==> config.mk <==
export PLATFORM = sky130hd
export DESIGN_NAME = rr_merge
export DESIGN_NICKNAME = d
export VERILOG_FILES = /design/src/rtl/rr_merge.sv
export SDC_FILE = /design/constraint.sdc
export NUM_CORES = 1
export LEC_CHECK = 0
export BUFFER_PORTS_ARGS = -buffer_cell sky130_fd_sc_hd__buf_2
export CAP_MARGIN = 10
export CORE_MARGIN = 2
export CORE_UTILIZATION = 40
export DETAILED_ROUTE_END_ITERATION = 7
export GPL_TIMING_DRIVEN = 0
export PLACE_DENSITY = 0.71
export SLEW_MARGIN = 20
export SYNTH_ARGS = -nofsm -noshare
export SYNTH_HDL_FRONTEND = slang
export SYNTH_SLANG_ARGS = --single-unit
==> constraint.sdc <==
create_clock -name clk -period 4.95 [get_ports clk]
set_clock_uncertainty 0.2 [all_clocks]
set_input_delay 0.2475 -clock clk [delete_from_list [all_inputs] [get_ports clk]]
set_output_delay 0.2475 -clock clk [all_outputs]
set_load 0.02 [all_outputs]
==> src/rtl/rr_merge.sv <==
// Round-robin N:1 merge with packet lock and a single registered output slot.
// A lane that starts a multi-word packet owns the output until its last word.
module rr_merge #(
    parameter int S = 3,
    parameter int T = 1
) (
    input  logic                   clk,
    input  logic                   rst,
    input  logic [(1<<S)-1:0]      in_valid,
    input  logic [(1<<S)*T-1:0]    in_data,
    input  logic [(1<<S)-1:0]      in_last,
    output logic [(1<<S)-1:0]      in_ready,
    output logic                   out_valid,
    output logic [T-1:0]           out_data,
    output logic [S-1:0]           out_sel,
    output logic                   out_last,
    input  logic                   out_ready
);

    localparam int N = 1 << S;

    typedef enum logic {
        IDLE = 1'b0,
        LOCK = 1'b1
    } state_t;

    state_t       state_q, state_d;
    logic [S-1:0] ptr_q, ptr_d;
    logic [S-1:0] lk_q, lk_d;
    logic         out_valid_q, out_valid_d;
    logic [T-1:0] out_data_q, out_data_d;
    logic [S-1:0] out_sel_q, out_sel_d;
    logic         out_last_q, out_last_d;

    logic         can_load;
    logic         found;
    logic [S-1:0] gnt;
    logic [S-1:0] idx;
    logic [S-1:0] src;
    logic         acc;
    logic         src_last;

    assign can_load = ~out_valid_q | out_ready;

    // Rotating priority scan starting at ptr; S-bit add wraps modulo N.
    always_comb begin
        found = 1'b0;
        gnt   = '0;
        idx   = '0;
        for (int k = 0; k < N; k++) begin
            idx = ptr_q + S'(k);
            if (!found && in_valid[idx]) begin
                found = 1'b1;
                gnt   = idx;
            end
        end
    end

    always_comb begin
        state_d  = state_q;
        ptr_d    = ptr_q;
        lk_d     = lk_q;
        in_ready = '0;
        src      = '0;
        unique case (state_q)
            IDLE: begin
                src = gnt;
                if (can_load && found) begin
                    in_ready[gnt] = 1'b1;
                end
            end
            LOCK: begin
                src = lk_q;
                in_ready[lk_q] = can_load & in_valid[lk_q];
            end
            default: begin
                src = '0;
            end
        endcase
        if (rst) begin
            in_ready = '0;
        end
        acc      = |in_ready;
        src_last = in_last[src];
        if (acc) begin
            if (src_last) begin
                state_d = IDLE;
                ptr_d   = src + S'(1);
            end else begin
                state_d = LOCK;
                lk_d    = src;
            end
        end
    end

    always_comb begin
        out_valid_d = out_valid_q;
        out_data_d  = out_data_q;
        out_sel_d   = out_sel_q;
        out_last_d  = out_last_q;
        if (acc) begin
            out_valid_d = 1'b1;
            out_data_d  = in_data[int'(src)*T +: T];
            out_sel_d   = src;
            out_last_d  = src_last;
        end else if (out_ready) begin
            out_valid_d = 1'b0;
        end
    end

    always_ff @(posedge clk) begin
        if (rst) begin
            state_q     <= IDLE;
            ptr_q       <= '0;
            lk_q        <= '0;
            out_valid_q <= 1'b0;
            out_data_q  <= '0;
            out_sel_q   <= '0;
            out_last_q  <= 1'b0;
        end else begin
            state_q     <= state_d;
            ptr_q       <= ptr_d;
            lk_q        <= lk_d;
            out_valid_q <= out_valid_d;
            out_data_q  <= out_data_d;
            out_sel_q   <= out_sel_d;
            out_last_q  <= out_last_d;
        end
    end

    assign out_valid = out_valid_q;
    assign out_data  = out_data_q;
    assign out_sel   = out_sel_q;
    assign out_last  = out_last_q;

endmodule

Word level (Yosys, flattened, before mapping)
Index checks and enable logic that the tools add are counted.
Word-level totals
  memories kept: 0
  flip-flop bits (word level): 13
  output and inout bits: 14
  memory bits (read-only): 0
  bits in writable memories: 0
  bits in latches: 0
  input bits: 27
Operators by class
  magnitude comparators: 13
  add/sub/neg operators: 8
  shifts and indexed selects: 1
  multiplexer cells: 47
  reduce and logical (&&, ||, !) cells: 21
  bitwise logic cells: 6
  div/mod/pow operators: 0
  multipliers: 0
  equality and inequality tests: 0
Operators with widths (number)
  $lt A3 B4 Y1 const B: 11
  $bmux W1 S3: 10
  $mux W3: 8
  $mux W1: 23
  $mux W8: 2
  $pmux W8 S2: 1
  $add A3 B3 Y3 const B: 4
  $logic_and A1 B1 Y1: 10
  $and A8 B8 Y8: 1
  $reduce_or A8 Y1: 1
  $shiftx A8 B4 Y1: 1
  $logic_not A1 Y1: 7
  $add A3 B1 Y3 const B: 2
  $add A3 B2 Y3 const B: 2
  $demux W1 S3: 2
  $ge A3 B1 Y1 const B: 2
  $pmux W3 S2: 1
  $reduce_and A2 Y1: 2
  $not A1 Y1: 3
  $reduce_bool A2 Y1: 1
  $and A1 B1 Y1: 1
  $or A1 B1 Y1: 1

Longest topological paths before layout
Gate-level depths: netlist of the first run.
  word-level depth: 33
  depth in mapped cells: 17
  gate-level depth less buffers: 12

Worst setup path after synthesis of the first run
Ideal clock, no wire load.
  path kind: register to register
  from: register ptr_q[0]
  to: register lk_q[0]
  buffers on the path: 4
  data arrival time: 4056 ps
  cell stages (with the launch flop): 17
  required time: 4627 ps
  library setup time: 123 ps
  path slack: 571 ps
  cells stage by stage: dfxtp_1 -> buf_6 -> buf_6 -> inv_1 -> ha_1 -> buf_6 -> buf_6 -> mux2i_1 -> mux4_2 -> a32oi_2 -> nor3_1 -> o31a_2 -> nor4_1 -> nor3_1 -> o31a_1 -> o21ai_1 -> mux2_1
Between the ends
  word-level cells in the longest chain between the ends: 33
  elaborated cells on any way between the ends: 68
Ends and longest elaborated chain
  start, declared: line 28  | logic [S-1:0] ptr_q, ptr_d;
  start signal, assigned: line 122  | ptr_q <= ptr_d;
  parallel branches: the longest is 33 deep, another holds $add A3 B1 Y3
  end signal, assigned: line 123  | lk_q <= lk_d;
  end, declared: line 29  | logic [S-1:0] lk_q, lk_d;
Parallel ways; which one is timed is not known. The select of a mux whose other input is x is not followed.
A chain may end at the register's enable or synchronous reset.

Worst setup path after layout of the first run
  from: register ptr_q[1]
  to: register lk_q[0]
Same word-level chain as after synthesis.

==> metrics.md, run 1 <==
| Metric | Value |
|---|---|
| Most common cell after layout, fill and taps aside | buf_2 |
| Mean post-synth cell area | 8.613 sq um |
| Setup ws final | 0.2431 ns |
| DR WL/cell | 17.09 um |
| Number of global-route vias before repair | 2300 |
| Final Cell Area | 0.002628 sq mm |
| Critical Path AT | 4.64 ns |
| Crit Path Max Fanout | 10 |
| Total Routed Length | 6424 um |
| Slew Limit Fails | 0 |
| Syn Std Cell Area | 0.002231 sq mm |
| Launch point of the worst path | ptr_q[1] |
| Worst setup endpoint | lk_q[0] |
| Largest area contributor in the synthesized netlist | mux4_2 |
| First-pass GRT wire length | 10810 um |
| Placed standard-cell area | 0.002517 sq mm |
| Reg-to-reg endpoint | lk_q[0] |
| Clock latency on the worst-skew pair | 0.25 ns |
| Worst-Margin Slew | 1.018 ns |
| # setup viols final | 0 |
| GRT Total Usage | 20.95% |
| CTS tree | built |
| CTS Buf Count | 3 |
| Outcome | finished clean |
| Worst rel slew slack | 31.98% |
| Dominant synthesized flop cell | dfxtp_1 |
| Layout cell share with drive strength beyond 1 | 29.61% |
| Min cycle time layout | 4.707 ns |
| CTS root buffer | clkbuf_8 |
| DRC | 0 |
| Vias per std cell | 6.394 |
| H-tree depth | 1 |
| Worst R2R Start | ptr_q[1] |
| Post-DP HPWL | 4904 um |
| Max Buffers Root-to-Sink | 2 |
| Initial antenna violation count | 0 |
| Max cap viols | 0 |
| Peak supply drop | 0.3243 mV |
| Post-synth top area share | 13.12% |
| Die X | 78.68 um |
| GP Congestion | 0.9095 |
| Placement Rows | 27 |
| Hold Crit Depth | 3 |
| Synth cell types | 62 |
| Yosys warns | 0 |
| Worst setup EP type | register |
| Clk slew on worst S/H paths | 0.06 ns |
| Dpl ws | -0.005847 ns |
| Commonest cells after routing, fill and taps aside | 41 x buf_2, 19 x nor2_1, 15 x nand2_1 |
| Net Count, Synth | 289 |
| Area delta synth->final | 17.78% |
| Core area | 0.005439 sq mm |
| P_leak | 0.9689 nW |
| Drt first pass iters | 4 |
| Hold Path Class | input pin to register |
| Crit Path Class | register to register |
| Worst Path Required | 4.88 ns |
| Hold Buf Count CTS | 0 |
| Synth async-reset ratio | 0% |
| F_max | 212.5 MHz |
| Largest net degree at the start of global routing | 11 |
| # nets final | 335 |
| Pwr per Cell Area | 664.2 mW/mm^2 |
| Port bufs | 39 |
| Final period util | 95.09% |
| R2R setup slack | 0.24 ns |
| DIE AREA | 0.006191 sq mm |
| Worst setup SP type | register |
| Top cells by area, synth | mux4_2 13%, dfxtp_1 12%, mux2i_1 6.3%, mux2_2 4.5%, nor2_1 3.2% |
| Die height | 78.68 um |
| Sink Count | 13 |
| Endpoints failing hold | 0 |
| DR iter-0 viols | 171 |
| Post-synthesis cell count | 259 |
| Ant. Diodes | 0 |
| Top Ports | 41 |
| Via count | 2404 |
| Gr ovfl total | 0 |
| FF-to-FF path depth | 15 |
| Initial Util | 41.02% |
| ANT nets after route | 0 |
| FF+latch count, synth | 13 |
| Number of synthesized flops with an enable pin | 0 |
| Seq/Total Area, Yosys | 11.67% |
==> per-layer routing <==
layer	routed length [um]	global-route usage [%]
met5	0	0
met4	97	6.667
met3	327	0.9195
met1	2812	27.48
met2	3188	36.84
==> final cells by class <==
class | instances | area (sq um)
multi-input combinational | 222 | 1892
clock buffer | 4 | 45.04
timing repair buffer | 41 | 210.2
buffer | 16 | 100.1
fill | 517 | 2811
inverter | 8 | 30.03
sequential | 13 | 260.3
tap | 72 | 90.09
==> state kept, by name, summed over array words and instances (netlist names) <==
signal / cells
lk_q: 3
out_data: 1
out_last: 1
out_sel: 3
out_valid: 1
ptr_q: 3
state_q: 1
==> synthesized netlist by cell type, types with 4 or more instances <==
cell type  number
mux2_2          9
xnor2_1         4
nand2b_1        5
a221oi_1        8
nor2_1         19
o21a_1          5
nand4_1         4
a32o_1          6
and2_1          5
inv_1           8
nand2_1        16
dfxtp_1        13
a22oi_1         5
a21oi_1        11
o31ai_1         6
nor2b_1         9
mux2i_1        14
buf_6           5
o21ai_0         7
a211oi_1        4
clkbuf_1        8
nor3_1          9
nand3_1         5
mux4_2         13
==> worst min path at each step <==
| stage | from | endpoint | slack [ns] |
|---|---|---|---|
| 2_1_floorplan | out_ready | out_valid | 0.23 |
| 3_3_place_gp | out_sel[1] | out_sel[1] | 0.24 |
| 3_5_place_dp | out_sel[1] | out_sel[1] | 0.25 |
| 4_1_cts | out_ready | out_valid | 0.1 |
| 5_1_grt | out_ready | out_valid | 0.14 |
| 6_report | out_ready | out_valid | 0.1 |
==> per-stage QoR <==
stage	hold slack, ns	utilization [%]	TNS [ns]	cells	total power [W]
6_report	0.09976	48.31	0	376	0.001745
3_5_place_dp	0.2503	46.28	-0.01095	370	0.001571
2_1_floorplan	0.2251	-	0	259	0.001283
5_1_grt	0.1390	48.31	-0.06965	376	0.001892
4_1_cts	0.09752	47.23	0	374	0.001683
3_3_place_gp	0.2369	46.26	0	370	0.001556
==> worst max-delay path, cell delays in order, from the launching register on <==
cell	delay, ns
dfxtp_1	0.35
buf_2	0.26
inv_1	0.17
ha_1	0.32
buf_6	0.15
buf_6	0.17
mux4_2	0.38
nor4_4	0.39
nand3_2	0.23
nor4_4	0.45
a221oi_1	0.15
o211ai_1	0.24
o32ai_1	0.16
o31a_1	0.39
o21ai_2	0.23
mux2_1	0.35
==> cell families (layout without fill, tap and decap cells) <==
family,count (synthesis),count (layout),share of synthesized area (%)
adders and majority gates,3,3,1.683
AOI/OAI and AO/OA,88,88,30.74
DFF,13,13,11.67
and+or+nand+nor,84,84,20.36
buffers and inverters,24,69,5.833
muxes,40,40,26.98
xor gates and xnor gates,7,7,2.748
==> report_power, final <==
group           total, W  switching [W]  internal, W  leakage [nW]
Clock          0.0000950      0.0000381    0.0000569        0.0228
Combinational    0.00148       0.000856     0.000629         0.839
Sequential      0.000165      0.0000242     0.000141         0.107
Total            0.00175       0.000918     0.000827         0.969
==> what timing repair did <==
action                     CTS  global route
buffers inserted             0             2
pin swaps                    0             2
setup endpoints to repair    2             9
resized for setup            1             8
cloned                       0             0
Note: power is estimated with default switching activity, not from simulation.
==> run 2: changes to the inputs <==
- ABC_AREA: not set -> 1
- CORE_ASPECT_RATIO: not set -> 0.9
==> run 2 against run 1 <==
Final area decreased by 9.4%. Sequential share of layout area increased by 1.0 points. Synthesized area decreased by 8.0%.
==> metrics.md, run 2 <==
| Metric | Value |
|---|---|
| Worst setup SP type | register (unchanged) |
| # nets final | 421 (was 335) |
| GRT Total Usage | 19.06% (was 20.95%) |
| GP Congestion | 0.8949 (was 0.9095) |
| Vias per std cell | 5.029 (was 6.394) |
| F_max | 264.7 MHz (was 212.5 MHz) |
| Syn Std Cell Area | 0.002053 sq mm (was 0.002231 sq mm) |
| Worst setup endpoint | ptr_q[0] (was lk_q[0]) |
| Clock latency on the worst-skew pair | 0.24 ns (was 0.25 ns) |
| RSZ-0062 raised after global routing | no |
| DR iter-0 viols | 132 (was 171) |
| Placement Rows | 24 (was 27) |
| Total Routed Length | 5350 um (was 6424 um) |
| # setup viols final | 0 (unchanged) |
| Outcome | finished clean (unchanged) |
| CTS Buf Count | 3 (unchanged) |
| Worst path cell trace | buf_2, inv_1, ha_1, inv_1, nand3_1, nand2_2, nor2_1, nor2_4, inv_2, nor2_1, nand3_1, nand3_1, nand3_2, inv_2, nand2_1, o21ai_1, inv_1, nand3_2, nand2_4, inv_2, nand2_1, nand2_1, nand2_1, nor2_2 (was buf_2, inv_1, ha_1, buf_6, buf_6, mux4_2, nor4_4, nand3_2, nor4_4, a221oi_1, o211ai_1, o32ai_1, o31a_1, o21ai_2, mux2_1) |
| Critical Path AT | 3.76 ns (was 4.64 ns) |
| Die X | 79.52 um (was 78.68 um) |
| Reg-to-reg endpoint | ptr_q[0] (was lk_q[0]) |
| Post-synthesis cell count | 346 (was 259) |
| Top Ports | 41 (unchanged) |
| PostCTS Resize Cnt | 0 (was 1) |
| Gr ovfl total | 0 (unchanged) |
| R2R setup slack | 1.17 ns (was 0.24 ns) |
| Synth cell types | 34 (was 62) |
| Top cells by area, synth | nand2_1 17%, dfxtp_1 13%, nand3_1 12%, inv_1 7.3%, nand3_2 6.3% (was mux4_2 13%, dfxtp_1 12%, mux2i_1 6.3%, mux2_2 4.5%, nor2_1 3.2%) |
| Slew Limit Fails | 0 (unchanged) |
| Largest net degree at the start of global routing | 11 (unchanged) |
| Post-synth top area share | 16.64% (was 13.12%) |
| Hold Path Class | input pin to register (unchanged) |
| Min-Delay Startpoint | in_data[2] (was out_ready) |
| Synth async-reset ratio | 0% (unchanged) |
| Critical path depth | 24 (was 15) |
| Via count | 2288 (was 2404) |
| FF+latch count, synth | 13 (unchanged) |
| Commonest cells after routing, fill and taps aside | 91 x nand2_1, 51 x nand3_1, 43 x buf_2, 40 x inv_1, 24 x nor2_1 (was 41 x buf_2, 19 x nor2_1, 15 x nand2_1) |
| CTS root buffer | clkbuf_8 (unchanged) |
| Most frequent cell after synthesis | nand2_1 (was nor2_1) |
| First-pass GRT wire length | 9004 um (was 10810 um) |
| Launch point of the worst path | ptr_q[1] (unchanged) |
| FF-to-FF path depth | 24 (was 15) |
| DR WL/cell | 11.76 um (was 17.09 um) |
| Min cycle time layout | 3.778 ns (was 4.707 ns) |
| Largest delay contributor family on the critical path | simple AND/OR/NAND/NOR gates (was compound AO/OA/AOI/OAI gates) |
| Post-DP HPWL | 4370 um (was 4904 um) |
| DIE AREA | 0.005723 sq mm (was 0.006191 sq mm) |
| Crit Path Class | register to register (unchanged) |
| Most common cell after layout, fill and taps aside | nand2_1 (was buf_2) |
| Initial Util | 41.95% (was 41.02%) |
| Drt first pass iters | 5 (was 4) |
| Yosys warns | 0 (unchanged) |
| Fin Setup TNS | 0 ns (unchanged) |
| Mean post-synth cell area | 5.934 sq um (was 8.613 sq um) |
| Seq/Total Area, Yosys | 12.68% (was 11.67%) |
| Largest area contributor in the synthesized netlist | nand2_1 (was mux4_2) |
| Endpoints failing hold | 0 (unchanged) |
| DRC | 0 (unchanged) |
| Number of synthesized flops with an enable pin | 0 (unchanged) |
| Slowest cell on the critical path | ha_1 (was nor4_4) |
| Final period util | 76.32% (was 95.09%) |
| ANT nets after route | 0 (unchanged) |
| Most frequent cell on the critical path | nand2_1 |
| Layout cell share with drive strength beyond 1 | 28.97% (was 29.61%) |
| CTS tree | built (unchanged) |
| Die height | 71.97 um (was 78.68 um) |
| Initial antenna violation count | 0 (unchanged) |
| Net Count, Synth | 376 (was 289) |
| Post-CTS Setup Inserts | 0 (unchanged) |
| Worst-Margin Slew | 0.5979 ns (was 1.018 ns) |
| Area delta synth->final | 15.90% (was 17.78%) |
| Dominant synthesized flop cell | dfxtp_1 (unchanged) |
| Worst setup EP type | register (unchanged) |
| Ant. Diodes | 0 (unchanged) |
| Crit Path Max Fanout | 10 (unchanged) |
| Worst rel slew slack | 59.95% (was 31.98%) |
| Clk slew on worst S/H paths | 0.06 ns (about the same) |
| Worst R2R Start | ptr_q[1] (unchanged) |
| Slowest stage delay, CP | 0.39 ns (was 0.45 ns) |
| H-tree depth | 1 (unchanged) |
| Sink Count | 13 (unchanged) |
| Hold Buf Count CTS | 0 (unchanged) |
| Synth cell count leaders | 91 x nand2_1, 51 x nand3_1, 40 x inv_1 (was 19 x nor2_1, 16 x nand2_1, 14 x mux2i_1) |
| Port bufs | 40 (was 39) |
| Number of global-route vias before repair | 1977 (was 2300) |
| Max Buffers Root-to-Sink | 2 (unchanged) |
| Core area | 0.004895 sq mm (was 0.005439 sq mm) |
| Worst Path Required | 4.94 ns (was 4.88 ns) |
| Worst path bufs/invs | 7 (was 4) |
| Max cap viols | 0 (unchanged) |
-- run 2: cell types whose count changed in the layout (fill, tap and decap cells not counted), sizes merged, moves of 11 or more --
| cell | before | now |
|---|---|---|
| nand2 | 16 | 114 |
| nand3 | 6 | 66 |
| inv | 8 | 51 |
| mux2i | 16 | 0 |
| mux4 | 13 | 0 |
| nor2 | 19 | 31 |
| mux2 | 11 | 0 |
-- run 2: worst min-delay path by stage --
stage | to | slack, ns | depth (start not counted)
global route | out_last | 0.29 | 2
CTS | out_data | 0.27 | 7
floorplan | out_valid | 0.33 | 5
global placement | out_sel[2] | 0.25 | 2
finish | out_data | 0.26 | 7
detailed placement | out_last | 0.26 | 2
-- run 2: worst reg2reg max path, stage by stage, from the launching register on --
cell and delay, ns:
dfxtp_1 0.32, buf_2 0.23, inv_1 0.18, ha_1 0.39
inv_1 0.24, nand3_1 0.13, nand2_2 0.11, nor2_1 0.07
nor2_4 0.17, inv_2 0.05, nor2_1 0.13, nand3_1 0.10
nand3_1 0.12, nand3_2 0.11, inv_2 0.09, nand2_1 0.05
o21ai_1 0.25, inv_1 0.18, nand3_2 0.13, nand2_4 0.08
inv_2 0.11, nand2_1 0.08, nand2_1 0.07, nand2_1 0.06
nor2_2 0.07
-- run 2: area by class of cell --
class,count,area (sq um)
buffer,13,90.09
tap,65,81.33
multi-input combinational,269,1509
fill,533,2515
timing repair buffer,40,200.2
inverter,51,193.9
clock buffer,4,45.04
sequential,13,260.3
-- run 2: kinds of logic after synthesis --
group           after synthesis  synth area share [%]
xor+xnor                      5                 2.499
compound gates               29                 7.800
simple gates                232                 61.36
buf+inv                      64                 13.83
fa+ha+maj                     3                 1.828
flops                        13                 12.68
-- run 2: through the flow --
stage               util [%]  instance area [sq um]  cells  hold slack, ns  setup slack (ns)
global route           48.62                   2380    455          0.2928            0.8601
detailed placement     47.70                   2335    451          0.2594             1.193
finish                 48.62                   2380    455          0.2555             1.172
CTS                    48.62                   2380    455          0.2672             1.187
global placement       47.70                   2335    451          0.2513             1.237
floorplan                  -                   2053    346          0.3267             1.730
-- run 2: metal layers --
metal / vias to the layer above / track usage, % / part of all wire [%]
met5: - / 0 / 0
li1: 1209 / - / -
met4: 0 / 3.640 / 0.86
met2: 54 / 28.94 / 44
met1: 1017 / 29.65 / 52
met3: 8 / 1.368 / 3.7
Power of run 2 is left out: the tool's default activity adds up to more than one toggle a clock period on the data nets, which glitch-free logic cannot reach.
